[config.mk]
export PLATFORM = sky130hd
export DESIGN_NAME = muldiv_ctrl
export DESIGN_NICKNAME = d
export VERILOG_FILES = /design/src/rtl/muldiv_pkg.sv /design/src/rtl/div_iter.sv /design/src/rtl/muldiv_ctrl.sv
export SDC_FILE = /design/constraint.sdc
export NUM_CORES = 1
export LEC_CHECK = 0
export CAP_MARGIN = 30
export CORE_UTILIZATION = 50
export CTS_CLUSTER_DIAMETER = 120
export CTS_CLUSTER_SIZE = 20
export DETAILED_ROUTE_END_ITERATION = 6
export GPL_TIMING_DRIVEN = 0
export PLACE_DENSITY = 0.77
export SYNTH_ARGS = -nofsm -noshare
export SYNTH_HDL_FRONTEND = slang
export SYNTH_SLANG_ARGS = --single-unit
[constraint.sdc]
create_clock -name clk_i -period 5.5 [get_ports clk_i]
set_input_delay 1.1 -clock clk_i [delete_from_list [all_inputs] [get_ports clk_i]]
set_output_delay 1.1 -clock clk_i [all_outputs]
set_load 0.1 [all_outputs]
[src/rtl/muldiv_pkg.sv]
// Shared types and constants for the EX-stage HI/LO multiply/divide sequencer.
package muldiv_pkg;

  typedef enum logic [1:0] {
    MULT  = 2'b00,
    MULTU = 2'b01,
    DIV   = 2'b10,
    DIVU  = 2'b11
  } muldiv_op_e;

  typedef enum logic [1:0] {
    ST_IDLE = 2'b00,
    ST_MUL  = 2'b01,
    ST_DIV  = 2'b10,
    ST_DONE = 2'b11
  } muldiv_state_e;

  localparam int MUL_LAT_DEFAULT = 9;
  localparam int DIV_ITERS       = 32;

endpackage

[src/rtl/div_iter.sv]
// Restoring radix-2 divider: one quotient bit per cycle on operand magnitudes,
// with the sign fix-up applied combinationally on the way out.
module div_iter
  import muldiv_pkg::*;
(
  input  logic        clk_i,
  input  logic        rst_ni,
  input  logic        start,
  input  logic        abort,
  input  logic        is_signed,
  input  logic [31:0] dividend,
  input  logic [31:0] divisor,
  output logic        done,
  output logic [31:0] quot,
  output logic [31:0] rem
);

  logic        running_q;
  logic [5:0]  iter_q;
  logic [31:0] q_q;
  logic [31:0] r_q;
  logic [31:0] d_q;
  logic        neg_quot_q;
  logic        neg_rem_q;

  logic        dvd_neg;
  logic        dvs_neg;
  logic [31:0] dvd_mag;
  logic [31:0] dvs_mag;
  logic [32:0] shifted;
  logic [32:0] diff;

  assign dvd_neg = is_signed & dividend[31];
  assign dvs_neg = is_signed & divisor[31];
  assign dvd_mag = dvd_neg ? (~dividend + 32'd1) : dividend;
  assign dvs_mag = dvs_neg ? (~divisor + 32'd1) : divisor;

  // Partial remainder shifted left with the next dividend bit; a clear bit 32
  // in the difference means the divisor fits.
  assign shifted = {r_q, q_q[31]};
  assign diff    = shifted - {1'b0, d_q};
  assign done    = running_q && (iter_q == 6'(DIV_ITERS - 1));

  always_ff @(posedge clk_i or negedge rst_ni) begin
    if (!rst_ni) begin
      running_q  <= 1'b0;
      iter_q     <= '0;
      q_q        <= '0;
      r_q        <= '0;
      d_q        <= '0;
      neg_quot_q <= 1'b0;
      neg_rem_q  <= 1'b0;
    end else if (abort) begin
      running_q <= 1'b0;
      iter_q    <= '0;
    end else if (start) begin
      iter_q <= '0;
      if (divisor == 32'd0) begin
        // Zero divisor finishes immediately with all-ones quotient, raw dividend.
        running_q  <= 1'b0;
        q_q        <= '1;
        r_q        <= dividend;
        d_q        <= '0;
        neg_quot_q <= 1'b0;
        neg_rem_q  <= 1'b0;
      end else begin
        running_q  <= 1'b1;
        q_q        <= dvd_mag;
        r_q        <= '0;
        d_q        <= dvs_mag;
        neg_quot_q <= dvd_neg ^ dvs_neg;
        neg_rem_q  <= dvd_neg;
      end
    end else if (running_q) begin
      if (!diff[32]) begin
        r_q <= diff[31:0];
        q_q <= {q_q[30:0], 1'b1};
      end else begin
        r_q <= shifted[31:0];
        q_q <= {q_q[30:0], 1'b0};
      end
      iter_q <= iter_q + 6'd1;
      if (done) begin
        running_q <= 1'b0;
      end
    end
  end

  assign quot = neg_quot_q ? (~q_q + 32'd1) : q_q;
  assign rem  = neg_rem_q  ? (~r_q + 32'd1) : r_q;

endmodule

[src/rtl/muldiv_ctrl.sv]
// EX-stage HI/LO sequencer: drives the external pipelined multiplier, runs the
// internal divider, stalls EX while busy and issues one HI/LO write per op.
module muldiv_ctrl
  import muldiv_pkg::*;
#(
  parameter int MUL_LAT = MUL_LAT_DEFAULT
) (
  input  logic        clk_i,
  input  logic        rst_ni,
  input  logic        start_i,
  input  logic [1:0]  op_i,
  input  logic [31:0] reg1_i,
  input  logic [31:0] reg2_i,
  input  logic        flush_i,
  input  logic        except_i,
  input  logic        stall_ext_i,
  output logic        mul_ce_o,
  output logic        mul_sclr_o,
  output logic        mul_signed_o,
  input  logic [63:0] mul_p_i,
  output logic        hi_we_o,
  output logic [31:0] hi_o,
  output logic [31:0] lo_o,
  output logic        stall_o,
  output logic        busy_o
);

  localparam int              CNT_W    = $clog2(MUL_LAT + 1);
  localparam logic [CNT_W-1:0] CNT_LAST = CNT_W'(MUL_LAT - 1);

  muldiv_state_e    state_q;
  muldiv_state_e    state_d;
  logic [CNT_W-1:0] cnt_q;
  logic [CNT_W-1:0] cnt_d;
  logic             is_mul_q;
  logic             is_mul_d;

  muldiv_op_e  op;
  logic        kill;
  logic        div_start;
  logic        div_abort;
  logic        div_done;
  logic [31:0] div_quot;
  logic [31:0] div_rem;

  assign op   = muldiv_op_e'(op_i);
  assign kill = flush_i | except_i;

  div_iter u_div_iter (
    .clk_i     (clk_i),
    .rst_ni    (rst_ni),
    .start     (div_start),
    .abort     (div_abort),
    .is_signed (~op_i[0]),
    .dividend  (reg1_i),
    .divisor   (reg2_i),
    .done      (div_done),
    .quot      (div_quot),
    .rem       (div_rem)
  );

  always_ff @(posedge clk_i or negedge rst_ni) begin
    if (!rst_ni) begin
      state_q  <= ST_IDLE;
      cnt_q    <= '0;
      is_mul_q <= 1'b0;
    end else begin
      state_q  <= state_d;
      cnt_q    <= cnt_d;
      is_mul_q <= is_mul_d;
    end
  end

  // Outputs are also forced low while reset is asserted so an in-flight
  // start_i cannot leak a stall or clock enable during reset.
  always_comb begin
    state_d    = state_q;
    cnt_d      = cnt_q;
    is_mul_d   = is_mul_q;
    mul_ce_o   = 1'b0;
    mul_sclr_o = 1'b0;
    stall_o    = 1'b0;
    hi_we_o    = 1'b0;
    div_start  = 1'b0;
    div_abort  = 1'b0;

    if (rst_ni) begin
      if (kill) begin
        state_d    = ST_IDLE;
        cnt_d      = '0;
        mul_sclr_o = 1'b1;
        div_abort  = 1'b1;
      end else begin
        unique case (state_q)
          ST_IDLE: begin
            if (start_i) begin
              stall_o = 1'b1;
              if (op == MULT || op == MULTU) begin
                mul_ce_o = 1'b1;
                is_mul_d = 1'b1;
                cnt_d    = CNT_W'(1);
                state_d  = ST_MUL;
              end else begin
                is_mul_d  = 1'b0;
                div_start = 1'b1;
                state_d   = (reg2_i == 32'd0) ? ST_DONE : ST_DIV;
              end
            end
          end
          ST_MUL: begin
            stall_o  = 1'b1;
            mul_ce_o = 1'b1;
            cnt_d    = cnt_q + 1'b1;
            if (cnt_q == CNT_LAST) begin
              state_d = ST_DONE;
            end
          end
          ST_DIV: begin
            stall_o = 1'b1;
            if (div_done) begin
              state_d = ST_DONE;
            end
          end
          ST_DONE: begin
            // The instruction retires here; start_i next cycle is a new one.
            if (!stall_ext_i) begin
              hi_we_o = 1'b1;
              cnt_d   = '0;
              state_d = ST_IDLE;
            end
          end
          default: begin
            state_d = ST_IDLE;
          end
        endcase
      end
    end
  end

  assign mul_signed_o = mul_ce_o & ~op_i[0];
  assign busy_o       = (state_q != ST_IDLE);

  assign hi_o = hi_we_o ? (is_mul_q ? mul_p_i[63:32] : div_rem)  : 32'd0;
  assign lo_o = hi_we_o ? (is_mul_q ? mul_p_i[31:0]  : div_quot) : 32'd0;

endmodule

* Word level (Yosys, flattened, before mapping) *
Cells that the tools add are included.

cells by class
  add/sub/neg operators = 7
  eq/ne operators = 11
  multiplexer cells = 60
  bitwise operators = 12
  reductions and logical operators = 15

operators by type and width
  cell                                                                   count
  32-bit 2-to-1 mux                                                      16
  32-bit by 1-bit adder with 32-bit output, second input constant        4
  32-bit NOT                                                             4
  33-bit by 32-bit subtractor with 33-bit output                         1
  32-bit logical NOT                                                     1
  1-bit 2-to-1 mux                                                       27
  6-bit 2-to-1 mux                                                       3
  4-bit 2-to-1 mux                                                       4
  3-bit inequality test, second input constant                           5
  2-bit 2-to-1 mux                                                       6
  4-bit case mux with 3 select lines                                     1
  5-bit AND reduction                                                    2
  2-bit case mux with 4 select lines                                     1
  6-bit by 1-bit adder with 6-bit output, second input constant          1
  6-bit by 5-bit equality test with 1-bit output, second input constant  1
  4-bit by 1-bit adder with 4-bit output, second input constant          1
  2-bit by 1-bit equality test with 1-bit output, second input constant  2
  2-bit equality test, second input constant                             2
  4-bit equality test, second input constant                             1
  2-bit logical NOT                                                      2
  1-bit case mux with 2 select lines                                     2
  2-bit AND reduction                                                    2
  4-bit AND reduction                                                    1
  2-bit nonzero test                                                     2
  9 further kinds                                                        13

word-level totals
  bits in registers = 112
  bits of input ports = 136
  output and inout port bits = 70
  logic and storage cells = 115

* Depth between registers and ports, before layout *
  word-level depth = 9
  gate-level depth with buffers = 14
  depth with buffers taken out = 12

* Hierarchy *
A second synthesis with hierarchy kept.

unflattened totals
  cells, all modules = 1385
  area total of the unflattened synthesis = 10719.0 um^2

by module, submodules not included
  module       times used  cells each  area each (um^2)  seq. area each (um^2)
  div_iter     1           1165        9068.7            2627.5
  muldiv_ctrl  1           220         1650.3            175.2

* Least setup slack after synthesis *
OpenSTA, ideal clock, no wires.

  path kind = in2out
  start point = in except_i
  end point = out hi_o[13]
  arrival time = 4.318 ns
  data required time = 4.400 ns
  slack = 0.082 ns
  stages on the path = 4
  path buffers = 1
  path through = or3b_2 or3b_2 clkbuf_1 nor3_1

on the way
  cells in the longest elaborated chain, start to end = 4

ends and longest elaborated chain
  element             line                source
  start: declaration  muldiv_ctrl.sv:15   input logic except_i,
  1-bit OR            muldiv_ctrl.sv:47   assign kill = flush_i | except_i;
  1-bit 2-to-1 mux    muldiv_ctrl.sv:88   if (kill) begin
  1-bit 2-to-1 mux    muldiv_ctrl.sv:87   if (rst_ni) begin
  32-bit 2-to-1 mux   muldiv_ctrl.sv:143  assign hi_o = hi_we_o ? (is_mul_q ? mul_p_i[63:32] : div_rem) : 32'd0;
  end: declaration    muldiv_ctrl.sv:22   output logic [31:0] hi_o,

No other way between the ends.

* Final worst setup path *
  start point = in rst_ni
  end point = out lo_o[17]

on the way
  cells in the longest elaborated chain, start to end = 2

ends and longest elaborated chain
  element             line                source
  start: declaration  muldiv_ctrl.sv:9    input logic rst_ni,
  1-bit 2-to-1 mux    muldiv_ctrl.sv:87
  32-bit 2-to-1 mux   muldiv_ctrl.sv:144  assign lo_o = hi_we_o ? (is_mul_q ? mul_p_i[31:0] : div_quot) : 32'd0;
  end: declaration    muldiv_ctrl.sv:23   output logic [31:0] lo_o,

No other way between the ends.

==> qor.csv <==
stage;metric;value;unit
status;outcome;completed;
global_routing;most heavily used metal layer in global routing;met2;
timing;transition time at the pin with the least slew margin;0.987;ns
synth;total nets after synthesis;1617;
clock_tree;TritonCTS clock tree;built;
synth;most frequent cell after synthesis;sky130_fd_sc_hd__nor2_1;
route;first-pass iteration count of the detailed router;5;
global_routing;GR Layer Usage met2;0.552;
global_routing;antenna violations before repair;0;
floorplan;Die Footprint;0.0221;mm²
global_routing;grt met3 use;0.0491;
synth;number of flip-flops and latches in the synthesized netlist;112;
global_routing;met1 track demand over resource;0.402;
setup_path;launching instance or port of the critical path;rst_ni;
floorplan;site row count;53;
clock_tree;root buf cell;sky130_fd_sc_hd__clkbuf_16;
setup_path;worst reg2reg startpoint;state_q[0];
finish;signed area change from the synthesized netlist to the final layout;24.4;%
route;first-iteration detailed-routing DRC count;781;
route;number of vias in the routed layout;11292;
global_routing;wire length of the first global-routing pass;55400;µm
synth;Area contributors post-synth;sky130_fd_sc_hd__dfrtp_1 (26%), sky130_fd_sc_hd__xor2_1 (7.0%), sky130_fd_sc_hd__a21oi_1 (6.8%);
synth;gate count after technology mapping;1437;
timing;Highest Clock Rate;188;MHz
placement;placed cell areas;0.0132;mm²
global_routing;maximum number of pins on one net before global-route repair;73;
synth;average cell area after synthesis;7.48;µm²
clock_tree;Hold Buf Count CTS;0;
placement;quantity of I/O buffers inserted on ports;204;
setup_path;startpoint kind of the worst setup timing path;input port;
setup_path;arrival time worst endpoint;4.22;ns
synth;proportion of register bits with asynchronous set or reset after synthesis;1.00;
synth;fraction of the yosys area taken by sequential cells;0.261;
setup_path;slowest stage delay, CP;0.88;ns
setup_path;data required time at the worst endpoint;4.40;ns
clock_tree;number of buffers created by CTS;9;
floorplan;number of ports placed on the die boundary;206;
setup_path;worst-case reg-to-reg path depth;12;
clock_tree;# clock sinks;112;
synth;leading area contributor after synthesis;sky130_fd_sc_hd__dfrtp_1;
synth;Commonest cells post-synth;sky130_fd_sc_hd__nor2_1 (188), sky130_fd_sc_hd__nand2_1 (165), sky130_fd_sc_hd__a21oi_1 (147), sky130_fd_sc_hd__o21ai_0 (134), sky130_fd_sc_hd__dfrtp_1 (112);
synth;summed instance area of the synthesized netlist;0.0107;mm²
finish;post-route standard cell area excluding fillers;0.0134;mm²
synth;proportion of netlist area held by the largest area contributor;0.261;
synth;Netlist cell types;82;
route;count of nets left with antenna violations after detail routing;0;
pwr;pwr/cell area;481;mW/mm²
placement;worst-case setup slack after placement;-0.280;ns
global_routing;Total Routing Usage GR;0.321;
synth;dominant synthesized flop cell;sky130_fd_sc_hd__dfrtp_1;
timing;count of pins over their slew limit;0;
hold_path;worst min path class;reg -> reg;
setup_path;crit path kind;in -> out;
timing;Final WS setup;0.179;ns
pwr;total power consumption of the routed design;0.00643;W
setup_path;critical-path maximum fanout;44;
clock_tree;Clock Pin Slew Worst Setup and Hold Paths;0.08;ns
placement;GP Congestion;0.964;
pwr;Max VDD drop;0.264;mV
finish;number of filler instances in the final layout;1968;
route;average detailed-routed wire length per instance;18.2;µm
floorplan;placeable core region;0.0210;mm²
finish;Final nets;1834;
floorplan;height of the chip;149;µm
global_routing;number of global-route vias before repair;10631;
finish;number of standard cells in the layout, taps in and fillers out;1935;
clock_tree;clock latency reported for the late side of the worst-skew pair;0.36;ns
pwr;leakage power figure;5.72;nW
setup_path;kind of end point of the critical path;primary output;
clock_tree;post-CTS setup buffer count;0;
route;post-detailed-route via-to-cell ratio;5.84;
timing;post-layout minimum cycle time;5.32;ns
placement;cell count after placement;1918;
clock_tree;total number of H-tree levels;3;
timing;setup repair after global routing missed its margin;false;
route;count of unresolved DRC violations after routing;0;
synth;number of warnings reported in the yosys synthesis log;0;
timing;Max-slew headroom;0.341;
setup_path;capturing element of the worst setup path;lo_o[17];
timing;worst setup skew after layout;0.00768;ns
setup_path;ordered cell list for the critical path;buf_4 > or3b_2 > or3b_2 > clkbuf_1 > clkbuf_1 > nor2_1 > dlygate4sd2_1;
timing;final critical-path share of the clock period;0.967;
synth;number of enable-type register cells in the synthesized netlist;0;
timing;final setup fails;0;
clock_tree;buffer depth of the longest clock path;2;
floorplan;Die X-Extent;149;µm
floorplan;effective utilization at floorplan;0.511;
setup_path;reg2reg setup slack;1.69;ns
setup_path;Crit Reg-Reg Endpoint;u_div_iter.q_q[28];
finish;final standard cell utilization of the core;0.636;
placement;hpwl dp;28400;µm
global_routing;total gr overflow;0;
timing;hold violation total from the final report;0;
route;final routed wirelength across all metal layers;35200;µm
setup_path;CP max-delay cell;sky130_fd_sc_hd__dlygate4sd2_1;
flow_run;max capacitance violation total;0;
finish;fraction of layout instances using a drive strength above 1;0.0512;
==> area by class of cell <==
class	count	area, µm²	area share
Clock inverter	6	90.1	0.00674
Multi-Input combinational cell	1180	7350	0.550
Tap cell	275	344	0.0257
Buffer	82	355	0.0266
Timing Repair Buffer	206	1950	0.146
Sequential cell	112	2800	0.210
Inverter	63	236	0.0177
Antenna cell	1	2.50	0.000187
Clock buffer	10	239	0.0179
==> sequential cells by signal, indices dropped and copies added (netlist names) <==
register	flops
cnt_q	4
is_mul_q	1
state_q	2
u_div_iter.d_q	32
u_div_iter.iter_q	6
u_div_iter.neg_quot_q	1
u_div_iter.neg_rem_q	1
u_div_iter.q_q	32
u_div_iter.r_q	32
u_div_iter.running_q	1
==> cell families after synthesis <==
family | Yosys count | share of synthesized area
and+or+nand+nor | 502 | 0.214
adders and majority gates | 44 | 0.0519
buffers and inverters | 145 | 0.0551
AOI/OAI and AO/OA | 451 | 0.262
DFF | 112 | 0.261
xor gates and xnor gates | 144 | 0.117
muxes | 39 | 0.0390
==> power breakdown <==
group	leakage [nW]	internal, W	total (W)	switching (W)
registers	1.45	0.00108	0.00148	0.000393
clock network	0.159	0.000414	0.000734	0.000320
logic	4.11	0.00184	0.00422	0.00238
==> routing by layer <==
layer,vias to the layer above,wire length (µm)
li1,5552,-
met1,5257,14700
met2,405,16800
met3,78,2430
met4,0,1190
met5,-,0
==> worst max-delay path, delay by kind of cell <==
| kind | cells | cell delay (ns) |
|---|---|---|
| buffers and inverters | 4 | 1.85 |
| AND/OR/NAND/NOR | 3 | 1.26 |
==> repair_timing <==
action | in CTS | in global routing
pin swaps | 0 | 0
endpoints found under the setup margin | 61 | 19
resized for setup | 61 | 34
==> placed cells by master, fill, tap and decap left out, types with 43 or more instances in the layout <==
master / netlist / final
sky130_fd_sc_hd__a21oi_1: 147 / 147
sky130_fd_sc_hd__clkbuf_1: 63 / 63
sky130_fd_sc_hd__clkdlybuf4s50_1: 0 / 140
sky130_fd_sc_hd__dfrtp_1: 112 / 112
sky130_fd_sc_hd__dlygate4sd2_1: 0 / 44
sky130_fd_sc_hd__ha_1: 43 / 43
sky130_fd_sc_hd__inv_1: 62 / 62
sky130_fd_sc_hd__nand2_1: 165 / 165
sky130_fd_sc_hd__nor2_1: 188 / 188
sky130_fd_sc_hd__o21ai_0: 134 / 134
sky130_fd_sc_hd__xnor2_1: 58 / 58
sky130_fd_sc_hd__xor2_1: 86 / 86
==> per-stage QoR <==
step	TNS, ns	hold WS [ns]
after floorplan	0	0.450
after global placement	-654.46	0.462
after detailed placement	-6.00	0.471
after CTS	0	0.488
after global routing	0	0.518
final	0	0.483
==> worst min path at each step <==
stage / from / endpoint / slack (ns) / cells after the start
detailed placement: u_div_iter.d_q[26] / u_div_iter.d_q[26] / 0.47 / 2
CTS: u_div_iter.d_q[23] / u_div_iter.d_q[23] / 0.49 / 2
global route: u_div_iter.d_q[17] / u_div_iter.d_q[17] / 0.52 / 2
finish: u_div_iter.d_q[26] / u_div_iter.d_q[26] / 0.48 / 2
global placement: u_div_iter.d_q[26] / u_div_iter.d_q[26] / 0.46 / 2
floorplan: u_div_iter.d_q[10] / u_div_iter.d_q[10] / 0.45 / 2
Power figures use the tool's default switching activity.
